## src/rtl/perf_counter_unit_pkg.sv

```systemverilog
// Shared register offsets and control-field layout for the performance counter unit.
package perf_counter_unit_pkg;

  // Per-counter word offsets within a 4-word counter block.
  localparam int unsigned PCU_EVSEL    = 0;
  localparam int unsigned PCU_CTRL     = 1;
  localparam int unsigned PCU_COUNT_LO = 2;
  localparam int unsigned PCU_COUNT_HI = 3;

  // Global word offsets, placed after the last counter block.
  localparam int unsigned PCU_OVF   = 0;
  localparam int unsigned PCU_GCTRL = 1;

  typedef struct packed {
    logic irq_en;
    logic enable;
  } pcu_ctrl_t;

endpackage

```

## src/rtl/perf_counter_unit_if.sv

```systemverilog
// 32-bit control-register port of the performance counter unit.
interface perf_counter_unit_if #(
  parameter int unsigned AddrWidth = 8
) ();
  logic                 write_en;
  logic                 read_en;
  logic [AddrWidth-1:0] address;
  logic [31:0]          write_data;
  logic [31:0]          read_data;

  modport master (output write_en, read_en, address, write_data, input read_data);
  modport slave  (input write_en, read_en, address, write_data, output read_data);
endinterface

```

## src/rtl/perf_counter_unit_slice.sv

```systemverilog
// One programmable counter: event select, control, count with wrap, and the hi-half read shadow.
module perf_counter_unit_slice
  import perf_counter_unit_pkg::*;
#(
  parameter int unsigned NumEvents    = 35,
  parameter int unsigned CounterWidth = 48,
  parameter int unsigned EvselWidth   = 6
) (
  input  logic                  clk_i,
  input  logic                  rst_i,
  input  logic [NumEvents-1:0]  evt_i,
  input  logic                  freeze_i,
  input  logic                  clear_i,
  input  logic                  wr_evsel_i,
  input  logic                  wr_ctrl_i,
  input  logic                  wr_lo_i,
  input  logic                  wr_hi_i,
  input  logic [31:0]           wdata_i,
  input  logic                  rd_lo_i,
  output logic [EvselWidth-1:0] evsel_o,
  output pcu_ctrl_t             ctrl_o,
  output logic [31:0]           count_lo_o,
  output logic [31:0]           shadow_o,
  output logic                  ovf_set_o
);

  localparam int unsigned HiWidth  = CounterWidth - 32;
  localparam int unsigned EvPadLen = 2 ** EvselWidth;

  logic [EvselWidth-1:0]   evsel_q, evsel_d;
  pcu_ctrl_t               ctrl_q, ctrl_d;
  logic [CounterWidth-1:0] count_q, count_d;
  logic [31:0]             shadow_q, shadow_d;
  logic [EvPadLen-1:0]     evt_pad;
  logic                    inc;

  // Padding with zeros makes out-of-range selects read as "no event".
  assign evt_pad = EvPadLen'(evt_i);
  assign inc     = ctrl_q.enable & ~freeze_i & evt_pad[evsel_q];

  always_comb begin
    evsel_d   = wr_evsel_i ? wdata_i[EvselWidth-1:0] : evsel_q;
    ctrl_d    = wr_ctrl_i ? pcu_ctrl_t'(wdata_i[1:0]) : ctrl_q;
    shadow_d  = rd_lo_i ? 32'(count_q[CounterWidth-1:32]) : shadow_q;
    count_d   = count_q;
    ovf_set_o = 1'b0;
    if (clear_i) begin
      count_d = '0;
    end else if (wr_lo_i) begin
      count_d = CounterWidth'(wdata_i);
    end else if (wr_hi_i) begin
      count_d = {wdata_i[HiWidth-1:0], count_q[31:0]};
    end else if (inc) begin
      count_d   = count_q + 1'b1;
      ovf_set_o = &count_q;
    end
  end

  always_ff @(posedge clk_i) begin
    if (rst_i) begin
      evsel_q  <= '0;
      ctrl_q   <= '0;
      count_q  <= '0;
      shadow_q <= '0;
    end else begin
      evsel_q  <= evsel_d;
      ctrl_q   <= ctrl_d;
      count_q  <= count_d;
      shadow_q <= shadow_d;
    end
  end

  assign evsel_o    = evsel_q;
  assign ctrl_o     = ctrl_q;
  assign count_lo_o = count_q[31:0];
  assign shadow_o   = shadow_q;

endmodule

```

## src/rtl/perf_counter_unit.sv

```systemverilog
// Programmable performance counters: address decode, read mux, overflow status, global control, irq.
module perf_counter_unit
  import perf_counter_unit_pkg::*;
#(
  parameter int unsigned NumEvents    = 35,
  parameter int unsigned NumCounters  = 4,
  parameter int unsigned CounterWidth = 48,
  parameter int unsigned CrAddrWidth  = 8
) (
  input  logic                 clk_i,
  input  logic                 rst_i,
  input  logic [NumEvents-1:0] perf_event_i,
  perf_counter_unit_if.slave   cr,
  output logic                 overflow_irq_o
);

  localparam int unsigned EvselWidth = (NumEvents > 1) ? $clog2(NumEvents) : 1;
  localparam int unsigned GlobalBase = 4 * NumCounters;

  logic [NumEvents-1:0]   evt_q;
  logic                   freeze_q, freeze_d;
  logic [NumCounters-1:0] ovf_q, ovf_d, ovf_set, irq_en_vec;
  logic                   irq_q, irq_d;
  logic [31:0]            rdata_q, rdata_d, rd_word;

  logic [CrAddrWidth-1:0] addr;
  int unsigned            addr_int, slot;
  logic [1:0]             offset;
  logic                   wr_ovf, wr_gctrl, clear_all;

  logic [EvselWidth-1:0]  evsel    [NumCounters];
  pcu_ctrl_t              ctrl     [NumCounters];
  logic [31:0]            count_lo [NumCounters];
  logic [31:0]            shadow   [NumCounters];

  assign addr      = cr.address;
  assign addr_int  = 32'(addr);
  assign slot      = addr_int >> 2;
  assign offset    = addr[1:0];
  assign wr_ovf    = cr.write_en && (addr_int == GlobalBase + PCU_OVF);
  assign wr_gctrl  = cr.write_en && (addr_int == GlobalBase + PCU_GCTRL);
  assign clear_all = wr_gctrl && cr.write_data[1];

  for (genvar i = 0; i < NumCounters; i++) begin : g_slice
    logic sel;
    assign sel = (slot == i);

    perf_counter_unit_slice #(
      .NumEvents   (NumEvents),
      .CounterWidth(CounterWidth),
      .EvselWidth  (EvselWidth)
    ) u_slice (
      .clk_i     (clk_i),
      .rst_i     (rst_i),
      .evt_i     (evt_q),
      .freeze_i  (freeze_q),
      .clear_i   (clear_all),
      .wr_evsel_i(cr.write_en && sel && (offset == 2'(PCU_EVSEL))),
      .wr_ctrl_i (cr.write_en && sel && (offset == 2'(PCU_CTRL))),
      .wr_lo_i   (cr.write_en && sel && (offset == 2'(PCU_COUNT_LO))),
      .wr_hi_i   (cr.write_en && sel && (offset == 2'(PCU_COUNT_HI))),
      .wdata_i   (cr.write_data),
      .rd_lo_i   (cr.read_en && sel && (offset == 2'(PCU_COUNT_LO))),
      .evsel_o   (evsel[i]),
      .ctrl_o    (ctrl[i]),
      .count_lo_o(count_lo[i]),
      .shadow_o  (shadow[i]),
      .ovf_set_o (ovf_set[i])
    );

    assign irq_en_vec[i] = ctrl[i].irq_en;
  end

  always_comb begin
    rd_word = '0;
    if (slot < NumCounters) begin
      for (int i = 0; i < NumCounters; i++) begin
        if (slot == 32'(i)) begin
          case (offset)
            2'(PCU_EVSEL):    rd_word = 32'(evsel[i]);
            2'(PCU_CTRL):     rd_word = 32'(ctrl[i]);
            2'(PCU_COUNT_LO): rd_word = count_lo[i];
            2'(PCU_COUNT_HI): rd_word = shadow[i];
            default:          rd_word = '0;
          endcase
        end
      end
    end else if (addr_int == GlobalBase + PCU_OVF) begin
      rd_word = 32'(ovf_q);
    end else if (addr_int == GlobalBase + PCU_GCTRL) begin
      rd_word = {31'b0, freeze_q};
    end
  end

  // A fresh wrap outranks a simultaneous write-1-to-clear of the same bit.
  always_comb begin
    rdata_d  = cr.read_en ? rd_word : rdata_q;
    freeze_d = wr_gctrl ? cr.write_data[0] : freeze_q;
    ovf_d    = (ovf_q & ~(wr_ovf ? cr.write_data[NumCounters-1:0] : '0)) | ovf_set;
    irq_d    = |(ovf_q & irq_en_vec);
  end

  always_ff @(posedge clk_i) begin
    if (rst_i) begin
      evt_q    <= '0;
      freeze_q <= 1'b0;
      ovf_q    <= '0;
      irq_q    <= 1'b0;
      rdata_q  <= '0;
    end else begin
      evt_q    <= perf_event_i;
      freeze_q <= freeze_d;
      ovf_q    <= ovf_d;
      irq_q    <= irq_d;
      rdata_q  <= rdata_d;
    end
  end

  assign cr.read_data   = rdata_q;
  assign overflow_irq_o = irq_q;

endmodule

```

## src/flat_wrapper.sv

```systemverilog
// flat-port wrapper written by rule: the top's interface ports become plain ports
module perf_counter_unit_flat import perf_counter_unit_pkg::*;
#(
  parameter int unsigned NumEvents    = 35,
  parameter int unsigned NumCounters  = 4,
  parameter int unsigned CounterWidth = 48,
  parameter int unsigned CrAddrWidth  = 8
)
  (clk_i, rst_i, perf_event_i, overflow_irq_o, cr_write_en, cr_read_en, cr_address, cr_write_data, cr_read_data);
  perf_counter_unit_if #(.AddrWidth(8)) cr_i ();
  input  logic clk_i;
  input  logic rst_i;
  input  logic [NumEvents-1:0] perf_event_i;
  output logic overflow_irq_o;
  input wire logic [$bits(cr_i.write_en)-1:0] cr_write_en;
  input wire logic [$bits(cr_i.read_en)-1:0] cr_read_en;
  input wire logic [$bits(cr_i.address)-1:0] cr_address;
  input wire logic [$bits(cr_i.write_data)-1:0] cr_write_data;
  output wire logic [$bits(cr_i.read_data)-1:0] cr_read_data;
  assign cr_i.write_en = cr_write_en;
  assign cr_i.read_en = cr_read_en;
  assign cr_i.address = cr_address;
  assign cr_i.write_data = cr_write_data;
  assign cr_read_data = cr_i.read_data;
  perf_counter_unit #(.NumEvents(NumEvents), .NumCounters(NumCounters), .CounterWidth(CounterWidth), .CrAddrWidth(CrAddrWidth)) u_core (.clk_i(clk_i), .rst_i(rst_i), .perf_event_i(perf_event_i), .cr(cr_i), .overflow_irq_o(overflow_irq_o));
endmodule
```

## config.mk

```make
export PLATFORM = sky130hd
export DESIGN_NAME = perf_counter_unit_flat
export DESIGN_NICKNAME = d
export VERILOG_FILES = /design/src/rtl/perf_counter_unit_pkg.sv /design/src/rtl/perf_counter_unit_if.sv /design/src/rtl/perf_counter_unit_slice.sv /design/src/rtl/perf_counter_unit.sv /design/src/flat_wrapper.sv
export SDC_FILE = /design/constraint.sdc
export NUM_CORES = 1
export LEC_CHECK = 0
export BUFFER_PORTS_ARGS = -buffer_cell sky130_fd_sc_hd__buf_4
export CAP_MARGIN = 20
export CORE_ASPECT_RATIO = 0.9
export CORE_MARGIN = 5
export CORE_UTILIZATION = 45
export CTS_BUF_LIST = sky130_fd_sc_hd__clkbuf_16
export DETAILED_ROUTE_END_ITERATION = 12
export GPL_TIMING_DRIVEN = 0
export PLACE_DENSITY_LB_ADDON = 0.1
export SYNTH_ARGS = -nofsm -noshare
export SYNTH_HDL_FRONTEND = slang
export SYNTH_HIERARCHICAL = 1
export SYNTH_SLANG_ARGS = --single-unit
```

## constraint.sdc

```tcl
create_clock -name clk_i -period 3.3 [get_ports clk_i]
set_input_delay 0.165 -clock clk_i [delete_from_list [all_inputs] [get_ports clk_i]]
set_output_delay 0.165 -clock clk_i [all_outputs]
set_load 0.01 [all_outputs]
```

==> run_results.csv, run 1 <==
group,metric,value,unit
floorplanning,die_area,57500,µm²
timing,worstMarginPinSlew,0.881,ns
critical_path,required,3.74,ns
critical_path,cp-startpoint,"cr_address[1]",
floorplanning,fp.dieH,228,µm
clocking,clock_path_buffers,3,
layout,final_cell_mix,"dfxtp_1, buf_4, nand2_1",
route,firstDrtPassIters,6,
layout,drive_gt1_share,20.0,%
outcome,status,"finished, final reports clean",
clocking,postCtsSetupRepairBufs,0,
flow_run,cap_violations,0,
power_and_ir_drop,leakagePower,9.91,nW
yosys,yosys.area_share.adder,0.211,%
timing,hold_viol,0,
route,wl,100000,µm
yosys,synthMuxAreaShare,12.8,%
timing,skew,0.0239,ns
power_and_ir_drop,total_power,9.84,mW
yosys,avgSynthCellArea,8.63,µm²
floorplanning,start_util,45.7,%
layout,final_common_cell,"dfxtp_1",
yosys,synth_ff_type,"dfxtp_1",
route,drt_iter0_drc,2679,
place,placed_area,25600,µm²
critical_path,worst_r2r_path_depth,9,
timing,rsz0062_at_grt,"no",
grt,grt_pass1_vias,22134,
layout,fillers,4904,
clocking,htree_levels,2,
yosys,yosysSeqAreaShare,30.4,%
yosys,ys.warnings.count,6,
layout,design_area,27500,µm²
timing,period_share,98.2,%
critical_path,r2r-end,"u_core/g_slice[2].u_slice/count_q[2]$_SDFFE_PP0P_",
grt,grt_antenna_before_repair,4,
hold_path,hp-class,"primary input to flip-flop",
route,vias,23672,
critical_path,endpoint,"u_core/g_slice[0].u_slice/count_q[4]$_SDFFE_PP0P_",
floorplanning,pin_count,112,
route,viasPerCell,6.34,
clocking,clk_pin_slew,0.06,ns
clocking,clock_latency,0.58,ns
place,place_hpwl,75000,µm
yosys,synth_compound_area_share,22.3,%
critical_path,reg2reg_slack,0.14,ns
timing,setup_slack,0.0610,ns
place,place_worst_setup_slack,-0.821,ns
critical_path,critPathLaunchType,"primary input",
route,drt-wirelength-per-cell,26.9,µm
yosys,synth_top_family_by_area,"compound AO/OA/AOI/OAI gates",
place,dp_cells,3607,
yosys,async_reset_ff_share,0,%
timing,slew_viol_final,0,
timing,min_period,3.24,ns
timing,relSlewSlack,41.1,%
clocking,root_buffer,"clkbuf_16",
power_and_ir_drop,powerDensity,358,nW/µm²
critical_path,cp.arrival,3.68,ns
critical_path,crit_path_end_kind,"flip-flop",
clocking,cts_inserted_buffers,42,
layout,fin_cells,3735,
grt,grt_max_degree,19,
grt,grt_pass1_wl,146000,µm
yosys,synth-edff-count,0,
grt,grt_overflow,0,
layout,synthToLayoutAreaGrowth,15.9,%
timing,setup_viol,0,
critical_path,timing.rr.start,"u_core/g_slice[2].u_slice/evsel_o[1]$_SDFFE_PP0P_",
critical_path,path_max_fanout,10,
place,io_buffers,109,
timing,fmax,0.309,GHz
yosys,syn_inst,2750,
yosys,synth-xor-area-share,2.84,%
power_and_ir_drop,ir_drop,0.370,mV
route,drc,0,
yosys,ys_types,93,
route,ant_nets,0,
place,gp_congestion,0.983,
yosys,ys_ff_latch,361,
clocking,cts_tree,"yes",
critical_path,crit_type,"primary input to flip-flop",
clocking,cts_sinks,361,
floorplanning,core_area,52000,µm²
layout,finalNetCount,3097,
floorplanning,num_rows,79,
grt,gr-usage-all-layers,33.2,%
floorplanning,dieWidth,252,µm
yosys,syn_area,23700,µm²
yosys,synthSimpleGateAreaFrac,20.7,%
[final cells by class]
type | instances | area [µm²] | area share, %
sequential | 361 | 7230 | 26.3
inverter | 52 | 195 | 0.709
clock buffer | 43 | 1080 | 3.91
tap | 688 | 861 | 3.13
antenna | 2 | 5.00 | 0.0182
buffer | 381 | 2330 | 8.47
clock inverter | 32 | 223 | 0.809
multi-input combinational | 2016 | 14300 | 51.9
timing repair buffer | 160 | 1330 | 4.83
[where the power goes]
| group | internal [mW] | leakage, nW | switching, mW | total (mW) |
|---|---|---|---|---|
| registers | 4.39 | 2.92 | 0.0501 | 4.44 |
| clock network | 2.59 | 0.671 | 2.01 | 4.59 |
| logic | 0.302 | 6.32 | 0.507 | 0.808 |
[metal layers]
metal	vias up	share of wire [%]	global-route usage, %
met2	1361	45	52.1
li1	10542	-	-
met3	276	9.9	6.44
met4	0	5.3	14.5
met1	11493	40	44.5
met5	-	0	0
[cells by family (layout without fill, tap and decap cells)]
family / after synthesis / after routing
AO/OA/AOI/OAI: 693 / 693
XOR/XNOR: 77 / 77
adder cells (fa/ha/maj): 4 / 4
buffers and inverters: 433 / 668
flip-flops: 361 / 361
multiplexers: 233 / 233
other: 4 / 66
AND/OR/NAND/NOR: 945 / 945
[stage by stage]
| step | hold WS (ns) | TNS [ns] | util, % |
|---|---|---|---|
| 2_1_floorplan | 0.273 | 0 | - |
| 3_3_place_gp | 0.379 | -60.13 | 49.3 |
| 3_5_place_dp | 0.380 | -60.22 | 49.3 |
| 4_1_cts | 0.00315 | 0 | 52.9 |
| 5_1_grt | 0.0136 | 0 | 52.9 |
| 6_report | 0.0267 | 0 | 52.9 |
[how the worst min path moves through the flow]
stage | to | start | depth (start not counted)
finish | u_core/g_slice[1].u_slice/count_q[45]$_SDFFE_PP0P_ | cr_write_data[13] | 3
global route | u_core/g_slice[0].u_slice/count_q[45]$_SDFFE_PP0P_ | cr_write_data[13] | 3
CTS | u_core/g_slice[3].u_slice/count_q[44]$_SDFFE_PP0P_ | cr_write_data[12] | 3
detailed placement | u_core/evt_q[1]$_SDFF_PP0_ | perf_event_i[1] | 2
global placement | u_core/evt_q[19]$_SDFF_PP0_ | perf_event_i[19] | 2
floorplan | u_core/g_slice[0].u_slice/count_q[27]$_SDFFE_PP0P_ | cr_write_data[27] | 2
[cell usage after synthesis (all sizes together), types with 51 or more instances]
library cell,n,area share [%]
nand2,259,4.1
and3,65,1.7
o21ai,115,2.4
dfxtp,361,30
nand3,104,2.2
buf,268,8.0
clkbuf,113,1.8
o211ai,72,2.7
nor2,226,3.6
mux4,51,5.0
mux2i,154,6.5
a21oi,148,3.2
[worst max-delay path: stages]
cell	delay [ns]
buf_4	0.16
buf_2	0.32
buf_2	0.34
buf_2	0.33
nand3_1	0.20
nor2_1	0.23
clkbuf_2	0.34
nor2_1	0.22
a21oi_1	0.48
nand2_1	0.23
buf_2	0.28
a32oi_1	0.25
a21oi_1	0.09
[what timing repair did]
item                       CTS  global route
hold endpoints to repair    88             0
setup endpoints to repair   22            83
hold buffers                51             0
gates resized for setup      5            18
[registers in the layout, indices dropped and copies added, names as in the netlist]
signal	cells
u_core/g_slice.u_slice/ctrl_o	8
u_core/freeze_q	1
u_core/g_slice.u_slice/count_q	192
u_core/cr.read_data	32
u_core/g_slice.u_slice/shadow_o	64
u_core/evt_q	35
u_core/ovf_q	4
u_core/g_slice.u_slice/evsel_o	24
u_core/overflow_irq_o	1
Note: power is estimated with default switching activity, not from simulation.
==> run 2: changes to the inputs <==
--- a/config.mk
+++ b/config.mk
@@ -10,7 +10,7 @@
 export CORE_ASPECT_RATIO = 0.9
 export CORE_MARGIN = 5
 export CORE_UTILIZATION = 45
-export CTS_BUF_LIST = sky130_fd_sc_hd__clkbuf_16
+export CTS_BUF_LIST = sky130_fd_sc_hd__clkbuf_4 sky130_fd_sc_hd__clkbuf_8 sky130_fd_sc_hd__clkbuf_16
 export DETAILED_ROUTE_END_ITERATION = 12
 export GPL_TIMING_DRIVEN = 0
 export PLACE_DENSITY_LB_ADDON = 0.1
==> constraint.sdc (replaced) <==
create_clock -name clk_i -period 2.7 [get_ports clk_i]
set_input_delay 0.135 -clock clk_i [delete_from_list [all_inputs] [get_ports clk_i]]
set_output_delay 0.135 -clock clk_i [all_outputs]
set_load 0.01 [all_outputs]
==> run 2 against run 1 <==
The run now ends with negative setup slack left. Non-clock buffer count is 49 higher. Sequential power is 22% higher. Via count is 0.75% higher. Flip-flop and latch count stayed put. Hold slack better by 0.0032 ns. Wire length is 0.97% higher. First-iteration DRC count is 1.4% lower. Combinational power is 27% higher. Critical path depth stayed put. Die area stayed put. Register-to-register slack worse by 0.10 ns. Cell count is 1.3% higher. Critical path type unchanged.
==> run_results.csv, run 2 (synthesized netlist as in run 1, its figures left out) <==
group,metric,value,unit
timing,min_period,2.72,ns
route,drt_iter0_drc,2642,
critical_path,crit_path_max_incr_delay,0.50,ns
power_and_ir_drop,leakagePower,10.3,nW
critical_path,path_cells,"buf_4 > buf_2 > nor2_4 > buf_2 > nand2_1 > nor2_1 > buf_2 > nor2_1 > clkbuf_1 > nand3b_1 > nor4_2 > a21oi_1 > nor2_1",
timing,skew,0.0266,ns
grt,gr-usage-all-layers,33.4,%
critical_path,cp.arrival,3.23,ns
clocking,cts_inserted_buffers,42,
place,dp_cells,3607,
grt,grt_antenna_before_repair,5,
timing,period_share,101,%
flow_run,cap_violations,0,
critical_path,crit_path_end_kind,"flip-flop",
layout,regArea,7250,µm²
power_and_ir_drop,total_power,12.5,mW
clocking,cts_sinks,361,
place,place_worst_setup_slack,-1.39,ns
clocking,root_buffer,"clkbuf_16",
route,drc,0,
timing,setup_slack,-0.0161,ns
power_and_ir_drop,p_sw,3.15,mW
layout,final_common_cell,"buf_4",
critical_path,crit_type,"primary input to flip-flop",
power_and_ir_drop,p_clk_share,48.2,%
floorplanning,pin_count,112,
critical_path,slowest_stage,"clkbuf_1",
timing,slew_viol_final,0,
clocking,clock_latency,0.59,ns
grt,grt_max_degree,20,
timing,setup-tns-final,-0.0161,ns
floorplanning,start_util,45.7,%
hold_path,hp-class,"primary input to flip-flop",
critical_path,critPathLaunchType,"primary input",
hold_path,min_to,"u_core/ovf_q[0]$_SDFF_PP0_",
layout,drive_gt1_share,24.4,%
timing,relSlewSlack,47.2,%
timing,rsz0062_at_grt,"yes",
power_and_ir_drop,pwr-share-seq,43.5,%
clocking,clk_pin_slew,0.07,ns
floorplanning,fp.dieH,228,µm
layout,multi_input_area,14600,µm²
critical_path,required,3.21,ns
layout,synthToLayoutAreaGrowth,20.2,%
timing,fmax,0.368,GHz
route,drt-wirelength-per-cell,26.8,µm
hold_path,worstHoldPathCells,5,
critical_path,worst_r2r_path_depth,8,
floorplanning,dieWidth,252,µm
critical_path,r2r-end,"u_core/g_slice[1].u_slice/count_q[20]$_SDFFE_PP0P_",
route,viasPerCell,6.30,
hold_path,min_from,"cr_address[5]",
layout,design_area,28500,µm²
floorplanning,core_area,52000,µm²
layout,fillers,4815,
clocking,htree_levels,2,
timing,worstMarginPinSlew,0.792,ns
route,vias,23849,
outcome,violations,"negative setup slack",
power_and_ir_drop,ir_drop,0.488,mV
grt,grt_overflow,0,
layout,finalNetCount,3146,
critical_path,path_max_fanout,10,
layout,fin_cells,3785,
power_and_ir_drop,pwr-share-comb,8.3,%
outcome,status,"finished with violations",
power_and_ir_drop,p_int,9.31,mW
critical_path,reg2reg_slack,0.04,ns
timing,hold_viol,0,
place,io_buffers,109,
route,wl,101000,µm
power_and_ir_drop,netSwitchingFraction,25.3,%
route,ant_nets,0,
layout,final_cell_mix,"buf_4, dfxtp_1, nand2_1",
grt,grt_pass1_vias,22252,
floorplanning,num_rows,79,
clocking,cts_tree,"yes",
layout,largest_register_ffs,192,
place,place_hpwl,75000,µm
power_and_ir_drop,powerDensity,437,nW/µm²
place,placed_area,25600,µm²
route,firstDrtPassIters,6,
clocking,clock_path_buffers,3,
grt,grt_pass1_wl,147000,µm
place,gp_congestion,0.983,
floorplanning,die_area,57500,µm²
timing,setup_viol,1,
layout,top_register,"u_core/g_slice.u_slice/count_q",
critical_path,timing.rr.start,"u_core/g_slice[1].u_slice/evsel_o[3]$_SDFFE_PP0P_",
==> run 2: cell types whose count changed in the layout (fill, tap and decap cells not counted), sizes merged <==
| cell | before | now |
|---|---|---|
| clkbuf | 156 | 174 |
| clkinv | 23 | 12 |
| buf | 377 | 414 |
| diode | 2 | 3 |
| dlygate4sd3 | 51 | 63 |
| inv | 57 | 49 |
| clkinvlp | 1 | 2 |
==> run 2: worst max-delay path by stage <==
stage / startpoint / endpoint / depth (start not counted)
2_1_floorplan: cr_address[7] / u_core/g_slice[3].u_slice/count_q[1]$_SDFFE_PP0P_ / 13
3_3_place_gp: cr_address[2] / u_core/g_slice[2].u_slice/count_q[28]$_SDFFE_PP0P_ / 13
3_5_place_dp: cr_address[2] / u_core/g_slice[2].u_slice/count_q[28]$_SDFFE_PP0P_ / 13
4_1_cts: cr_address[7] / u_core/g_slice[2].u_slice/count_q[35]$_SDFFE_PP0P_ / 13
5_1_grt: cr_address[3] / u_core/ovf_q[0]$_SDFF_PP0_ / 13
6_report: cr_address[3] / u_core/ovf_q[0]$_SDFF_PP0_ / 13
==> run 2: worst max-delay path: cells and delay by family <==
kind	cells	cell delay, ns
AOI/OAI and AO/OA	1	0.08
buffers and inverters	5	1.34
and+or+nand+nor	7	1.66
==> run 2: area by class of cell <==
type | instances | share of cell area (%)
multi-input cells | 2016 | 51.3
flip-flops and latches | 361 | 25.4
plain buffers | 375 | 8.36
repair buffers | 215 | 6.21
clock buffers | 61 | 4.46
well taps | 688 | 3.02
inverters | 52 | 0.710
clock inverters | 14 | 0.544
diodes | 3 | 0.0263
==> run 2: per-layer routing <==
metal	track usage, %	vias up	share of wire (%)	wire, µm
li1	-	10656	-	-
met3	6.01	261	9.5	9660
met1	44.9	11582	40	41000
met4	14.5	2	5.0	5100
met5	0	-	0.013	13
met2	52.6	1348	45	45700
==> run 2: through the flow <==
stage / util, % / hold slack, ns
3_5_place_dp: 49.3 / 0.350
2_1_floorplan: - / 0.243
6_report: 54.9 / 0.0299
5_1_grt: 54.9 / 0.0350
3_3_place_gp: 49.3 / 0.349
4_1_cts: 54.0 / 0.0127
==> run 2: repair_timing <==
action                     in CTS  in global routing
resized for setup              83                 89
buffers inserted               17                 26
hold endpoints to repair      137                  0
hold buffers                   63                  0
setup endpoints to repair     181                181
pin swaps                      13                 19
==> run 2: power by group through the flow <==
stage          clock [mW]  combinational [mW]  sequential [mW]
5_1_grt              6.28                1.06             5.42
3_3_place_gp            0               0.887             5.54
3_5_place_dp            0               0.894             5.54
2_1_floorplan           0               0.460             5.51
6_report             6.01                1.03             5.42
4_1_cts              6.07               0.979             5.42
